$ cat config.mk
export PLATFORM = sky130hd
export DESIGN_NAME = mem_ctrl
export DESIGN_NICKNAME = d
export VERILOG_FILES = /design/src/rtl/mem_ctrl_pkg.sv /design/src/rtl/mem_byte_asm.sv /design/src/rtl/mem_ctrl.sv
export SDC_FILE = /design/constraint.sdc
export NUM_CORES = 1
export LEC_CHECK = 0
export ABC_CLOCK_PERIOD_IN_PS = 4200
export BUFFER_PORTS_ARGS = -buffer_cell sky130_fd_sc_hd__buf_2
export CORE_MARGIN = 2
export CORE_UTILIZATION = 55
export CTS_BUF_LIST = sky130_fd_sc_hd__clkbuf_4 sky130_fd_sc_hd__clkbuf_8
export DETAILED_ROUTE_END_ITERATION = 6
export PLACE_DENSITY = 0.86
export SYNTH_ARGS = -nofsm -noshare
export SYNTH_HDL_FRONTEND = slang
export SYNTH_HIERARCHICAL = 1
export SYNTH_SLANG_ARGS = --single-unit
$ cat constraint.sdc
create_clock -name clk -period 4.2 [get_ports clk]
set_input_delay 0.21 -clock clk [delete_from_list [all_inputs] [get_ports clk]]
set_output_delay 0.21 -clock clk [all_outputs]
set_load 0.01 [all_outputs]
$ cat src/rtl/mem_ctrl_pkg.sv
// Shared encodings for the byte-serial RAM controller: access sizes,
// FSM states, owners and the default RAM address width.
package mem_ctrl_pkg;

   localparam int RAM_ADDR_W_DEF = 17;

   localparam logic [1:0] MEM_SIZE_BYTE = 2'd0;
   localparam logic [1:0] MEM_SIZE_HALF = 2'd1;
   localparam logic [1:0] MEM_SIZE_WORD = 2'd2;

   // Byte counts are held as "index of the last byte" (N-1).
   localparam logic [1:0] LAST_BYTE = 2'd0;
   localparam logic [1:0] LAST_HALF = 2'd1;
   localparam logic [1:0] LAST_WORD = 2'd3;

   typedef enum logic [1:0] {
      ST_IDLE  = 2'd0,
      ST_ISSUE = 2'd1,
      ST_DRAIN = 2'd2,
      ST_DONE  = 2'd3
   } state_t;

   typedef enum logic {
      OWN_IF = 1'b0,
      OWN_ME = 1'b1
   } owner_t;

   function automatic logic [1:0] size_to_last(input logic [1:0] size);
      case (size)
         MEM_SIZE_BYTE: return LAST_BYTE;
         MEM_SIZE_HALF: return LAST_HALF;
         MEM_SIZE_WORD: return LAST_WORD;
         default:       return LAST_WORD;
      endcase
   endfunction

endpackage

$ cat src/rtl/mem_byte_asm.sv
// Byte-lane word register: cleared for reads, loaded whole for writes,
// filled one lane at a time from RAM and read back one byte at a time.
module mem_byte_asm (
   input  logic        clk,
   input  logic        rst,
   input  logic        clr,
   input  logic        ld_word,
   input  logic [31:0] word_in,
   input  logic        ld_lane,
   input  logic [1:0]  lane,
   input  logic [7:0]  byte_in,
   input  logic [1:0]  sel,
   output logic [31:0] word_out,
   output logic [7:0]  byte_out
);

   logic [31:0] word_q;

   // A new grant (clr/ld_word) wins over a late lane capture from an aborted read.
   always_ff @(posedge clk or negedge rst) begin
      if (!rst) begin
         word_q <= '0;
      end else if (clr) begin
         word_q <= '0;
      end else if (ld_word) begin
         word_q <= word_in;
      end else if (ld_lane) begin
         word_q[{lane, 3'b000} +: 8] <= byte_in;
      end
   end

   assign word_out = word_q;
   assign byte_out = word_q[{sel, 3'b000} +: 8];

endmodule

$ cat src/rtl/mem_ctrl.sv
// Arbitrates one byte-wide synchronous RAM between instruction fetch and
// the ME stage, sequencing 1/2/4-byte little-endian accesses byte by byte.
module mem_ctrl
   import mem_ctrl_pkg::*;
#(
   parameter int ADDR_W = RAM_ADDR_W_DEF,
   parameter int DATA_W = 32
) (
   input  logic              clk,
   input  logic              rst,
   input  logic              if_req_i,
   input  logic [31:0]       if_addr_i,
   input  logic              if_cancel_i,
   output logic [DATA_W-1:0] if_data_o,
   output logic              if_done_o,
   output logic              if_stall_req_o,
   input  logic              me_req_i,
   input  logic              me_we_i,
   input  logic [1:0]        me_size_i,
   input  logic [31:0]       me_addr_i,
   input  logic [DATA_W-1:0] me_wdata_i,
   output logic [DATA_W-1:0] me_rdata_o,
   output logic              me_done_o,
   output logic              me_stall_req_o,
   output logic [ADDR_W-1:0] ram_addr_o,
   output logic [7:0]        ram_dout_o,
   output logic              ram_we_o,
   input  logic [7:0]        ram_din_i,
   output logic [1:0]        dbg_state_o
);

   // Handshake: a requester holds x_req_i (inputs sampled only at grant)
   // and sees x_stall_req_o until the one-cycle x_done_o; it advances on
   // the edge that ends the done cycle.

   state_t            state_q, state_d;
   owner_t            owner_q;
   logic              we_q;
   logic [1:0]        cnt_q;
   logic [1:0]        last_q;
   logic [ADDR_W-1:0] addr_q;
   logic              cap_en_q;
   logic [1:0]        cap_lane_q;
   logic [31:0]       if_data_q;
   logic [31:0]       me_rdata_q;
   logic              grant_me, grant_if;
   logic              if_abort;
   logic [31:0]       asm_word;
   logic [7:0]        asm_byte;
   logic              unused_addr;

   assign unused_addr = ^{if_addr_i[31:ADDR_W], me_addr_i[31:ADDR_W]};
   assign if_abort    = (owner_q == OWN_IF) && if_cancel_i;

   always_comb begin
      state_d  = state_q;
      grant_me = 1'b0;
      grant_if = 1'b0;
      case (state_q)
         ST_IDLE: begin
            if (me_req_i) begin
               grant_me = 1'b1;
               state_d  = ST_ISSUE;
            end else if (if_req_i && !if_cancel_i) begin
               grant_if = 1'b1;
               state_d  = ST_ISSUE;
            end
         end
         ST_ISSUE: begin
            if (if_abort)                state_d = ST_IDLE;
            else if (cnt_q == last_q)    state_d = we_q ? ST_DONE : ST_DRAIN;
         end
         ST_DRAIN: state_d = if_abort ? ST_IDLE : ST_DONE;
         ST_DONE:  state_d = ST_IDLE;
         default:  state_d = ST_IDLE;
      endcase
   end

   always_ff @(posedge clk or negedge rst) begin
      if (!rst) begin
         state_q    <= ST_IDLE;
         owner_q    <= OWN_IF;
         we_q       <= 1'b0;
         cnt_q      <= 2'd0;
         last_q     <= 2'd0;
         addr_q     <= '0;
         cap_en_q   <= 1'b0;
         cap_lane_q <= 2'd0;
         if_data_q  <= '0;
         me_rdata_q <= '0;
      end else begin
         state_q    <= state_d;
         // The byte addressed in this cycle arrives on ram_din_i next cycle.
         cap_en_q   <= (state_q == ST_ISSUE) && !we_q;
         cap_lane_q <= cnt_q;
         if (grant_me) begin
            owner_q <= OWN_ME;
            we_q    <= me_we_i;
            last_q  <= size_to_last(me_size_i);
            addr_q  <= me_addr_i[ADDR_W-1:0];
            cnt_q   <= 2'd0;
         end else if (grant_if) begin
            owner_q <= OWN_IF;
            we_q    <= 1'b0;
            last_q  <= LAST_WORD;
            addr_q  <= if_addr_i[ADDR_W-1:0];
            cnt_q   <= 2'd0;
         end else if (state_q == ST_ISSUE && cnt_q != last_q) begin
            cnt_q  <= cnt_q + 2'd1;
            addr_q <= addr_q + ADDR_W'(1);
         end
         if (if_done_o)             if_data_q  <= asm_word;
         if (me_done_o && !we_q)    me_rdata_q <= asm_word;
      end
   end

   mem_byte_asm u_asm (
      .clk      (clk),
      .rst      (rst),
      .clr      (grant_if | (grant_me & ~me_we_i)),
      .ld_word  (grant_me & me_we_i),
      .word_in  (me_wdata_i),
      .ld_lane  (cap_en_q),
      .lane     (cap_lane_q),
      .byte_in  (ram_din_i),
      .sel      (cnt_q),
      .word_out (asm_word),
      .byte_out (asm_byte)
   );

   assign if_done_o  = (state_q == ST_DONE) && (owner_q == OWN_IF) && !if_cancel_i;
   assign me_done_o  = (state_q == ST_DONE) && (owner_q == OWN_ME);
   assign if_data_o  = if_done_o ? asm_word : if_data_q;
   assign me_rdata_o = (me_done_o && !we_q) ? asm_word : me_rdata_q;

   // Stall requests are forced low while reset is asserted.
   assign if_stall_req_o = rst & if_req_i & ~if_done_o;
   assign me_stall_req_o = rst & me_req_i & ~me_done_o;

   assign ram_addr_o  = addr_q;
   assign ram_we_o    = (state_q == ST_ISSUE) && we_q;
   assign ram_dout_o  = ram_we_o ? asm_byte : 8'h00;
   assign dbg_state_o = state_q;

endmodule

; ---- Word-level counts from Yosys, hierarchy flattened
; Index checks and enable logic that the tools add are counted.
[word_totals]
reg_bits = 124
inputBits = 112
output_inout_bits = 96
elab_cells = 84
[classes]
shift = 3
n_addsub = 3
n_eq_ne = 8
n_reduce_logical = 17
mux = 31
bitwise_logic = 11
[op_table]
columns = op, n
row1 = $mux 32, 5
row2 = $mux 17, 3
row3 = $bwmux 32, 1
row4 = $shift 8x7->32 const A, 1
row5 = $shiftx 32x6->8, 1
row6 = $shiftx 8x7->32, 1
row7 = $mux 2, 10
row8 = $add 17x1->17 const B, 1
row9 = $logic_and 1x1->1, 9
row10 = $mux 1, 9
row11 = $mux 8, 1
row12 = $pmux 2 s4, 1
row13 = $neg 5->7, 1
row14 = $and 1x1->1, 6
row15 = $ne 3x3->1 const B, 2
row16 = $reduce_bool 3->1, 2
row17 = $eq 2x1->1 const B, 2
row18 = $eq 2x2->1 const B, 2
row19 = $logic_not 2->1, 2
row20 = $not 1->1, 4
row21 = $pmux 2 s2, 1
row22 = $add 2x1->2 const B, 1
row23 = $eq 2x2->1, 1
row24 = $logic_not 1->1, 2
row25 = other kinds (4), 4

; ---- Depth between registers and ports, before layout
; Gate-level depths: netlist of run 1.
[depth]
depth_word = 7
depth_mapped = 10
mapped_depth_nobuf = 6

; ---- Cells and area by module
; Netlist of run 1, hierarchy kept.
[by_module_without_submodules]
columns = module, seq_area_each_um2, cells_each, instances, area_each_um2
row1 = mem_ctrl, 2302.2, 384, 1, 4406.7
row2 = mem_byte_asm, 800.8, 180, 1, 1988.2

; ---- Worst setup path after synthesis of run 1
; OpenSTA, ideal clock, no wires.
[synth_timing]
path_type = register to register
from = register state_q[1], in the netlist dbg_state_o[1]
to = register u_asm.word_q[30], in the netlist u_asm/word_out[30]
setup_time_ps = 96
path_buffers = 5
synth_period_minus_slack_ps = 2423
t_arrival_ps = 2327
slack_ps = 1777
path_stages_with_launch = 11
required_time_ps = 4104
cell_sequence = dfrtp_1 -> buf_2 -> or3b_2 -> buf_2 -> buf_2 -> o21ai_0 -> buf_2 -> a211o_1 -> buf_4 -> nor2_1 -> a311oi_2
[synth_via]
elab_chain_cells = 5
elab_cells_between_ends = 9
classes_between = mux (4) / bitwise (3) / reduce/logical (2)
[synth_rtl]
columns = element, line
row1 = start: declaration, mem_ctrl.sv:36  ; state_t state_q, state_d;
row2 = start signal: assignment, mem_ctrl.sv:92  ; state_q <= state_d;
row3 = $logic_not 2->1 (*), mem_ctrl.sv:59  ; case (state_q)
row4 = $mux 1, mem_ctrl.sv:59
row5 = "$and 1x1->1, on equally long branches", "mem_ctrl.sv:120, mem_ctrl.sv:121"
row6 = $or 1x1->1 / $mux 32 (equally long branches), "mem_ctrl.sv:120, mem_byte_asm.sv:25"
row7 = $reduce_bool 3->1 (no source line) / $mux 32 (equally long branches), -
row8 = end signal: assignment, mem_byte_asm.sv:26  ; word_q <= word_in;
row9 = end signal: indexed assignment, mem_byte_asm.sv:28  ; word_q[{lane, 3'b000} +: 8] <= byte_in;
row10 = end: declaration, mem_byte_asm.sv:17  ; logic [31:0] word_q;
; Mark *: on every way between the ends. The rest lies on a longest branch, timed or not.
; A chain may end at the register's enable or synchronous reset.

; ---- Worst setup path in the final report of run 1
[layout_timing]
from = register state_q[1], in the netlist dbg_state_o[1]
to = register u_asm.word_q[27], in the netlist u_asm/word_out[27]
; Same word-level chain as after synthesis.

==> impl_metrics.env, run 1 <==
export IMPL_path_cells="or3b_2, o21ai_4, a211o_1, nor2_1, a311oi_2"
export IMPL_synth_mux_area_share_pct=14.2
export IMPL_fin_crit_ps=3030
export IMPL_dp_slack_ps=1230
export IMPL_wirelength_um=18400
export IMPL_syn_area_mm2=0.00639
export IMPL_remaining_drc_errors=0
export IMPL_whs_path_depth=3
export IMPL_nFillCells=885
export IMPL_whs_endpoint="ram_addr_o[4]$_DFFE_PN0P_"
export IMPL_grt_overflow=0
export IMPL_synth_top_family_by_area="compound AO/OA/AOI/OAI gates"
export IMPL_cp_slowest_cell="or3b_2"
export IMPL_drive_gt1_share_pct=43.4
export IMPL_cp_slowest_stage_delay_ps=740
export IMPL_post_cts_setup_buffer_count=0
export IMPL_area_growth_pct=20.7
export IMPL_finClkSkew_ps=9.20
export IMPL_setup_slack_ps=1170
export IMPL_synthDistinctLibCells=72
export IMPL_track_usage_pct=29.8
export IMPL_power_density_mw_per_mm2=789
export IMPL_reg2reg_slack_ps=1170
export IMPL_ant_nets=0
export IMPL_rsz0062_at_grt="false"
export IMPL_finalCritPeriodShare_pct=72.2
export IMPL_r2r_start="dbg_state_o[1]$_DFFE_PN0P_"
export IMPL_setup_viol=0
export IMPL_insertion_delay_ps=440
export IMPL_clkTransAtPathRegs_ps=80
export IMPL_start_util_pct=56.2
export IMPL_grt_pass1_wl_um=29100
export IMPL_die_h_um=112
export IMPL_rows=39
export IMPL_synth_cells=564
export IMPL_ctsHtreeMaxLevel=4
export IMPL_cts_hold_fix_buffers=1
export IMPL_synth_fp_nets=682
export IMPL_cp_arrival_ps=3380
export IMPL_vias=5637
export IMPL_cts_inserted_buffers=17
export IMPL_die_area_mm2=0.0125
export IMPL_grt_max_degree=77
export IMPL_ys_seq_area_share_pct=48.5
export IMPL_portBuffers=177
export IMPL_cts_tree="yes"
export IMPL_worst_pin_slew_ps=1000
export IMPL_cts_sinks=124
export IMPL_worstHoldStart="me_addr_i[4]"
export IMPL_synthFlopType="dfrtp_1"
export IMPL_grt_pass1_vias=5608
export IMPL_slew_violations=0
export IMPL_slew_headroom_pct=33.4
export IMPL_core_area_mm2=0.0114
export IMPL_cp_start_kind="flip-flop"
export IMPL_antenna_found_initial=0
export IMPL_synthAdderAreaFrac_pct=1.17
export IMPL_critPathKind="flip-flop to flip-flop"
export IMPL_fin_cells=880
export IMPL_synth_seq_cells=124
export IMPL_dr_pass1_iters=6
export IMPL_die_x_um=112
export IMPL_maxCapViolCount=0
export IMPL_yosysWarningCount=6
export IMPL_vias_per_cell=6.41
export IMPL_diodes=0
export IMPL_gp_congestion=0.961
export IMPL_p_total_mw=6.09
export IMPL_cp_max_fo=25
export IMPL_setup_tns_ps=0
export IMPL_vdd_ir_drop_max_mv=0.493
export IMPL_clock_path_buffers=2
export IMPL_async_flop_share_pct=100
export IMPL_required_ps=4550
export IMPL_end_kind="flip-flop"
export IMPL_dp_cells=847
export IMPL_hold_viol=0
export IMPL_yosys_area_share_xor_xnor_pct=1.10
export IMPL_drt_iter0_drc=694
export IMPL_min_path_type="input pin to flip-flop"
export IMPL_ioPinCount=208
export IMPL_hpwlAfterDp_um=13000
export IMPL_drt_wirelength_per_cell_um=20.9
export IMPL_reg2reg_depth=5
export IMPL_outcome="completed"
export IMPL_power_leakage_nw=3.62
export IMPL_synth_simple_gate_area_share_pct=14.2
export IMPL_root_buffer="clkbuf_8"
export IMPL_synth_edf_count=0
export IMPL_worstReg2RegEnd="u_asm/word_out[27]$_DFFE_PN0P_"
export IMPL_synth_area_per_cell_um2=11.3
export IMPL_max_freq_mhz=330
export IMPL_nets=842
export IMPL_ctsResizeCount=0
export IMPL_synth_compound_area_share_pct=16.7
[logic make-up (layout without fill, tap and decap cells)]
kind of cell	Yosys count	after routing
AND/OR/NAND/NOR	172	172
AO/OA/AOI/OAI	129	129
flip-flops	124	124
multiplexers	73	73
buffers and inverters	52	225
XOR/XNOR	8	8
adder cells (fa/ha/maj)	6	6
[critical path, delay by kind of cell, from the launching register on]
family / cells / cell delay (ps)
AND/OR/NAND/NOR: 2 / 850
flip-flops: 1 / 510
AO/OA/AOI/OAI: 3 / 1570
[per-stage QoR]
stage / util [%] / area (um2) / hold WS [ps]
3_3_place_gp: 64.2 / 7300 / 395
6_report: 67.9 / 7720 / 21.2
4_1_cts: 67.9 / 7720 / 6.95
2_1_floorplan: - / 6390 / -85.6
3_5_place_dp: 64.2 / 7300 / 415
5_1_grt: 67.9 / 7720 / 31.5
[metal layers]
layer | up-vias | global-route usage, % | share of wire, %
met5 | - | 0 | 0
met3 | 64 | 7.40 | 9.9
met2 | 374 | 48.7 | 48
met4 | 0 | 11.1 | 3.3
li1 | 2457 | - | -
met1 | 2742 | 38.8 | 39
[final cells by class]
cell class / count / area [um2] / area share (%)
Sequential cell: 124 / 3100 / 40.2
Clock buffer: 20 / 275 / 3.57
Multi-Input combinational cell: 388 / 3050 / 39.5
Tap cell: 143 / 179 / 2.32
Timing Repair Buffer: 185 / 951 / 12.3
Clock inverter: 12 / 133 / 1.72
Inverter: 8 / 30.0 / 0.389
[synthesized netlist by cell type, drive strengths merged (14+ instances only)]
cell / instances / area [um2]
dfrtp: 124 / 3100
mux2: 64 / 721
nor2: 49 / 186
nand2: 31 / 116
buf: 30 / 176
nor3: 23 / 120
a211oi: 22 / 220
a32oi: 18 / 158
a21oi: 14 / 85.1
clkbuf: 14 / 53.8
nand4: 14 / 87.6
[sequential cells by signal (all words and copies together) (netlist names)]
signal          cells
me_rdata_q         32
dbg_state_o         2
we_q                1
u_asm/word_out     32
cap_en_q            1
if_data_q          32
owner_q             1
last_q              2
cnt_q               2
ram_addr_o         17
cap_lane_q          2
[worst max-delay path by stage]
| stage | startpoint | endpoint | depth (start not counted) |
|---|---|---|---|
| finish | dbg_state_o[1]$_DFFE_PN0P_ | u_asm/word_out[27]$_DFFE_PN0P_ | 5 |
| detailed placement | dbg_state_o[1]$_DFFE_PN0P_ | u_asm/word_out[27]$_DFFE_PN0P_ | 5 |
| global placement | dbg_state_o[1]$_DFFE_PN0P_ | u_asm/word_out[28]$_DFFE_PN0P_ | 5 |
| global route | dbg_state_o[1]$_DFFE_PN0P_ | u_asm/word_out[31]$_DFFE_PN0P_ | 5 |
| floorplan | dbg_state_o[1]$_DFFE_PN0P_ | u_asm/word_out[30]$_DFFE_PN0P_ | 10 |
| CTS | dbg_state_o[1]$_DFFE_PN0P_ | u_asm/word_out[27]$_DFFE_PN0P_ | 5 |
[cells in the final DEF, fill, tap and decap left out, types with 3 or more instances in the layout]
cell type,netlist,routed
a211o_1,3,3
a211oi_1,11,11
a211oi_2,11,11
a21o_1,3,3
a21oi_1,12,12
a221oi_1,8,8
a311oi_1,3,3
a311oi_2,5,5
a31oi_1,5,5
a32oi_1,18,18
and2_1,3,3
and3_1,11,11
buf_2,21,176
buf_4,4,8
clkbuf_8,0,20
clkinv_2,0,3
clkinvlp_4,0,3
dfrtp_1,124,124
ha_1,6,6
inv_1,8,8
inv_6,0,4
mux2_2,63,63
mux4_2,8,8
nand2_1,31,31
nand2b_1,7,7
nand3_1,9,9
nand4_1,14,14
nor2_1,48,48
nor2b_1,5,5
nor3_1,22,22
nor4_1,4,4
o211ai_1,5,5
o21ai_0,11,10
o22ai_1,9,9
o31a_1,3,3
xnor2_1,6,6
[power by group]
group	switching [mW]	total [mW]	internal (mW)
clock	0.504	1.08	0.578
combinational	1.53	2.75	1.22
sequential	0.541	2.26	1.72
total	2.58	6.09	3.51
No activity file was read; power rests on OpenSTA's default activity.
==> run 2: changes to the inputs <==
- ABC_AREA: unset -> 1
- ABC_CLOCK_PERIOD_IN_PS: 4200 -> 2600
- CORE_UTILIZATION: 55 -> 48
- PLACE_DENSITY: 0.86 -> 0.79
- clock period: 4.2 -> 2.6 ns (I/O delays scaled with it)
==> run 2 against run 1 <==
Hold slack worse by 4.1 ps. Routed wire length hardly changed. Clock power is 33% higher. Core utilization is 5.4 points lower. Non-clock buffer count is 37 higher. Synthesized area is 1.3% higher. Critical path type is now flip-flop to output pin.
==> impl_metrics.env, run 2 <==
export IMPL_area_growth_pct=27.3
export IMPL_maxCapViolCount=0
export IMPL_hpwlAfterDp_um=13500
export IMPL_cp_start_kind="flip-flop"
export IMPL_gp_congestion=0.933
export IMPL_outcome="completed"
export IMPL_reg2reg_depth=5
export IMPL_setup_viol=0
export IMPL_cp_top_family="flip-flops"
export IMPL_fin_cells=1296
export IMPL_worstHoldStart="me_wdata_i[12]"
export IMPL_synth_fp_nets=1016
export IMPL_cp_arrival_ps=2120
export IMPL_start_util_pct=49.1
export IMPL_cts_sinks=124
export IMPL_min_path_type="input pin to flip-flop"
export IMPL_ioPinCount=208
export IMPL_path_cells="nand2_2, nor2_2, nand2_2, buf_12, o21ai_0, buf_2"
export IMPL_cp_max_fo=64
export IMPL_synthFlopType="dfrtp_1"
export IMPL_grt_max_degree=65
export IMPL_r2r_start="dbg_state_o[1]$_DFFE_PN0P_"
export IMPL_clock_path_buffers=2
export IMPL_remaining_drc_errors=0
export IMPL_synth_area_per_cell_um2=7.21
export IMPL_syn_area_mm2=0.00648
export IMPL_vdd_ir_drop_max_mv=0.711
export IMPL_worstReg2RegEnd="last_q[0]$_DFFE_PN0P_"
export IMPL_antenna_found_initial=0
export IMPL_regArea_mm2=0.00310
export IMPL_worst_pin_slew_ps=516
export IMPL_cts_inserted_buffers=17
export IMPL_nFillCells=1211
export IMPL_die_area_mm2=0.0144
export IMPL_whs_endpoint="u_asm/word_out[12]$_DFFE_PN0P_"
export IMPL_critPathBufInv=2
export IMPL_nets=1229
export IMPL_yosysMostFrequentCell="nand2_1"
export IMPL_drive_gt1_share_pct=21.3
export IMPL_hold_viol=0
export IMPL_cts_tree="yes"
export IMPL_p_switching_mw=4.03
export IMPL_finClkSkew_ps=17.9
export IMPL_track_usage_pct=26.5
export IMPL_die_x_um=120
export IMPL_grt_pass1_vias=6200
export IMPL_synth_top_cell_by_area="dfrtp_1"
export IMPL_worst_hold_slack_ps=17.1
export IMPL_critPathKind="flip-flop to output pin"
export IMPL_rows=42
export IMPL_slew_headroom_pct=65.6
export IMPL_post_cts_setup_buffer_count=0
export IMPL_grt_overflow=0
export IMPL_root_buffer="clkbuf_8"
export IMPL_vias=6543
export IMPL_yosysTopAreaCellShare_pct=47.9
export IMPL_slew_violations=0
export IMPL_multi_input_area_mm2=0.00291
export IMPL_diodes=0
export IMPL_rsz0062_at_grt="false"
export IMPL_synthDistinctLibCells=32
export IMPL_finalCritPeriodShare_pct=86.5
export IMPL_layout_cells_most_common="nand2_1"
export IMPL_reg2reg_slack_ps=500
export IMPL_whs_path_depth=5
export IMPL_yosysWarningCount=6
export IMPL_async_flop_share_pct=100
export IMPL_setup_tns_ps=0
export IMPL_power_density_mw_per_mm2=1090
export IMPL_grt_pass1_wl_um=30400
export IMPL_wirelength_um=18400
export IMPL_ant_nets=0
export IMPL_max_freq_mhz=445
export IMPL_synth_seq_cells=124
export IMPL_power_leakage_nw=4.58
export IMPL_fin_crit_ps=2250
export IMPL_synth_edf_count=0
export IMPL_seq_power_share_pct=36.3
export IMPL_portBuffers=177
export IMPL_end_kind="output pin"
export IMPL_insertion_delay_ps=440
export IMPL_dr_pass1_iters=5
export IMPL_clkTransAtPathRegs_ps=80
export IMPL_ys_seq_area_share_pct=47.9
export IMPL_p_sw_share_pct=45.0
export IMPL_synth_cells=898
export IMPL_core_area_mm2=0.0132
export IMPL_setup_slack_ps=350
export IMPL_p_int_mw=4.92
export IMPL_die_h_um=120
export IMPL_vias_per_cell=5.05
export IMPL_dp_cells=1234
export IMPL_path_common_cell="nand2_2"
export IMPL_drt_iter0_drc=474
export IMPL_ctsHtreeMaxLevel=4
export IMPL_comb_power_share_pct=47.7
export IMPL_synthTopCellsByCount="371 x nand2_1, 124 x dfrtp_1, 94 x nor2_1, 85 x inv_1, 56 x o21ai_0"
export IMPL_dp_slack_ps=662
export IMPL_clock_power_share_pct=16.0
export IMPL_drt_wirelength_per_cell_um=14.2
export IMPL_p_total_mw=8.96
export IMPL_synth_area_top_cells="dfrtp_1 48%, nand2_1 21%, nor2_1 5.4%"
export IMPL_cp_slowest_stage_delay_ps=520
export IMPL_required_ps=2470
export IMPL_cp_slowest_cell="dfrtp_1"
export IMPL_mostFrequentLayoutCells="371 x nand2_1, 176 x buf_2, 124 x dfrtp_1, 93 x nor2_1, 85 x inv_1"
## run 2: worst reg2reg max path, delay by kind of cell, from the launching register on
family	cells	cell delay, ps
AO/OA/AOI/OAI	1	310
buffers and inverters	2	820
flip-flops	1	490
AND/OR/NAND/NOR	2	360
## run 2: how the worst max path moves through the flow
stage / start / slack [ps] / cells after the start / end
after floorplan: dbg_state_o[1]$_DFFE_PN0P_ / 40 / 10 / u_asm/word_out[0]$_DFFE_PN0P_
after global routing: dbg_state_o[1]$_DFFE_PN0P_ / 240 / 6 / me_rdata_o[8]
after detailed placement: dbg_state_o[1]$_DFFE_PN0P_ / 660 / 9 / u_asm/word_out[7]$_DFFE_PN0P_
after global placement: dbg_state_o[1]$_DFFE_PN0P_ / 700 / 9 / u_asm/word_out[25]$_DFFE_PN0P_
final: dbg_state_o[1]$_DFFE_PN0P_ / 350 / 6 / me_rdata_o[8]
after CTS: dbg_state_o[1]$_DFFE_PN0P_ / 390 / 6 / me_rdata_o[8]
## run 2: timing repair
action	4_1_cts	5_1_grt
resized for setup	0	0
hold buffers	34	0
hold endpoints to repair	82	0
## run 2: cell type report
class / instances / area share [%]
inverters: 92 / 4.19
flip-flops and latches: 124 / 37.6
clock inverters: 7 / 0.561
well taps: 176 / 2.67
clock buffers: 21 / 3.35
repair buffers: 222 / 16.4
multi-input cells: 654 / 35.2
## run 2: layer usage
metal  share of wire [%]  global-route usage (%)  vias to the layer above
li1                    -                       -                     3244
met5                   0                       0                        -
met4                 2.3                    8.68                        0
met1                  42                    34.9                     2987
met3                 7.6                    5.99                       34
met2                  48                    43.6                      278
## run 2: power by group through the flow
stage	combinational, mW	sequential [mW]	clock (mW)
after global placement	4.08	3.25	0
final	4.27	3.25	1.44
after global routing	4.83	3.34	1.55
after detailed placement	4.20	3.27	0
after floorplan	2.84	3.17	0
after CTS	4.27	3.24	1.46
## run 2: kinds of logic (layout without fill, tap and decap cells)
group                    Yosys count  in the layout  synth area share, %
AND/OR/NAND/NOR                  522            522                 32.8
flip-flops                       124            124                 47.9
AO/OA/AOI/OAI                    120            120                 10.0
buffers and inverters            120            342                 7.30
adder cells (fa/ha/maj)            6              6                 1.16
XOR/XNOR                           6              6                0.811
## run 2: per-stage QoR
step / instance area (um2) / utilization (%)
floorplan: 6480 / -
global placement: 7580 / 57.5
detailed placement: 7580 / 57.5
CTS: 8250 / 62.5
global route: 8250 / 62.5
finish: 8250 / 62.5
==> run 3: changes to the inputs <==
- CORE_ASPECT_RATIO: unset -> 0.8
==> run 3 against run 2 <==
Sequential power about the same. Total power up 4.1%. First-iteration DRC count down 11%. Largest power group unchanged. Highest routed layer unchanged.
==> impl_metrics.env, run 3 (synthesized netlist as in run 2, its figures left out) <==
export IMPL_drt_wirelength_per_cell_um=14.6
export IMPL_regArea_mm2=0.00310
export IMPL_grt_max_degree=88
export IMPL_layout_cells_most_common="nand2_1"
export IMPL_outcome="completed"
export IMPL_mostFrequentLayoutCells="371 x nand2_1, 176 x buf_2, 124 x dfrtp_1, 93 x nor2_1, 85 x inv_1"
export IMPL_grt_overflow=0
export IMPL_finalCritPeriodShare_pct=86.3
export IMPL_cts_sinks=124
export IMPL_hold_viol=0
export IMPL_cp_max_fo=64
export IMPL_grt_pass1_wl_um=29700
export IMPL_reg2reg_depth=8
export IMPL_vias=6568
export IMPL_whs_path_depth=5
export IMPL_worstReg2RegEnd="u_asm/word_out[3]$_DFFE_PN0P_"
export IMPL_end_kind="output pin"
export IMPL_grt_pass1_vias=6054
export IMPL_maxCapViolCount=0
export IMPL_fin_crit_ps=2240
export IMPL_cts_inserted_buffers=17
export IMPL_antenna_found_initial=1
export IMPL_core_area_mm2=0.0130
export IMPL_track_usage_pct=26.3
export IMPL_clock_path_buffers=2
export IMPL_drive_gt1_share_pct=21.6
export IMPL_critPathKind="flip-flop to output pin"
export IMPL_root_buffer="clkbuf_8"
export IMPL_clkTransAtPathRegs_ps=80
export IMPL_ctsHtreeMaxLevel=4
export IMPL_cp_arrival_ps=2110
export IMPL_die_h_um=108
export IMPL_setup_viol=0
export IMPL_whs_endpoint="u_asm/word_out[14]$_DFFE_PN0P_"
export IMPL_start_util_pct=49.8
export IMPL_wirelength_um=18900
export IMPL_ant_nets=0
export IMPL_power_density_mw_per_mm2=1120
export IMPL_insertion_delay_ps=450
export IMPL_power_leakage_nw=4.61
export IMPL_drt_iter0_drc=420
export IMPL_slew_violations=0
export IMPL_dp_cells=1232
export IMPL_dr_pass1_iters=6
export IMPL_setup_slack_ps=357
export IMPL_nFillCells=1143
export IMPL_ioPinCount=208
export IMPL_multi_input_area_mm2=0.00291
export IMPL_reg2reg_slack_ps=450
export IMPL_setup_tns_ps=0
export IMPL_vias_per_cell=5.06
export IMPL_final_core_util_pct=63.8
export IMPL_finClkSkew_ps=15.8
export IMPL_die_x_um=134
export IMPL_worstHoldStart="me_wdata_i[14]"
export IMPL_cp_start_kind="flip-flop"
export IMPL_area_growth_pct=28.1
export IMPL_worst_pin_slew_ps=597
export IMPL_cts_tree="yes"
export IMPL_rsz0062_at_grt="false"
export IMPL_dp_slack_ps=538
export IMPL_fin_cells=1297
export IMPL_min_path_type="input pin to flip-flop"
export IMPL_remaining_drc_errors=0
export IMPL_required_ps=2470
export IMPL_portBuffers=177
export IMPL_hpwlAfterDp_um=13500
export IMPL_die_area_mm2=0.0144
export IMPL_nets=1226
export IMPL_rows=37
export IMPL_slew_headroom_pct=60.2
export IMPL_vdd_ir_drop_max_mv=0.557
export IMPL_gp_congestion=1.01
export IMPL_max_freq_mhz=446
export IMPL_r2r_start="dbg_state_o[1]$_DFFE_PN0P_"
[run 3: final cells by class]
| cell class | count | share of cell area [%] |
|---|---|---|
| Antenna cell | 1 | 0.0302 |
| Clock buffer | 18 | 2.91 |
| Clock inverter | 14 | 1.92 |
| Inverter | 92 | 4.16 |
| Multi-Input combinational cell | 654 | 35.0 |
| Sequential cell | 124 | 37.4 |
| Tap cell | 175 | 2.64 |
| Timing Repair Buffer | 219 | 15.9 |
[run 3: repair_timing]
action                                 in CTS  in global routing
hold buffers                               32                  0
resized for setup                           0                  0
endpoints found under the hold margin      67                  0
setup buffers                               0                  0
[run 3: report_power, final]
group	internal (mW)	switching [mW]	leakage, nW
Sequential	2.68	0.587	1.63
Combinational	1.53	2.78	2.77
Clock	0.883	0.855	0.198
Total	5.09	4.23	4.61
[run 3: how the worst max path moves through the flow]
stage	start	to	cells after the start
floorplan	dbg_state_o[1]$_DFFE_PN0P_	u_asm/word_out[0]$_DFFE_PN0P_	10
global placement	dbg_state_o[1]$_DFFE_PN0P_	u_asm/word_out[4]$_DFFE_PN0P_	9
detailed placement	dbg_state_o[1]$_DFFE_PN0P_	u_asm/word_out[3]$_DFFE_PN0P_	8
CTS	dbg_state_o[1]$_DFFE_PN0P_	me_rdata_o[8]	6
global route	dbg_state_o[1]$_DFFE_PN0P_	me_rdata_o[8]	6
finish	dbg_state_o[1]$_DFFE_PN0P_	me_rdata_o[8]	6
[run 3: worst max-delay path: stages, from the launching register on]
cell and delay (ps):
dfrtp_1 510, nand2_2 140, nor2_2 150, nand2_2 80, buf_12 170, o21ai_0 350
buf_2 200
[run 3: metrics by stage]
step,hold WS [ps],power [mW],instance area [um2]
6_report,9.83,9.32,8300
5_1_grt,11.2,10.1,8290
4_1_cts,2.07,9.30,8290
3_5_place_dp,143,7.50,7570
3_3_place_gp,144,7.35,7570
2_1_floorplan,-166,6.01,6480
[run 3: metal layers]
metal / GRT usage [%] / share of wire [%] / vias up
met2: 41.5 / 45 / 284
met5: 0 / 0 / -
met1: 36.3 / 45 / 3013
met3: 6.07 / 8.5 / 34
met4: 8.59 / 2.0 / 0
li1: - / - / 3237
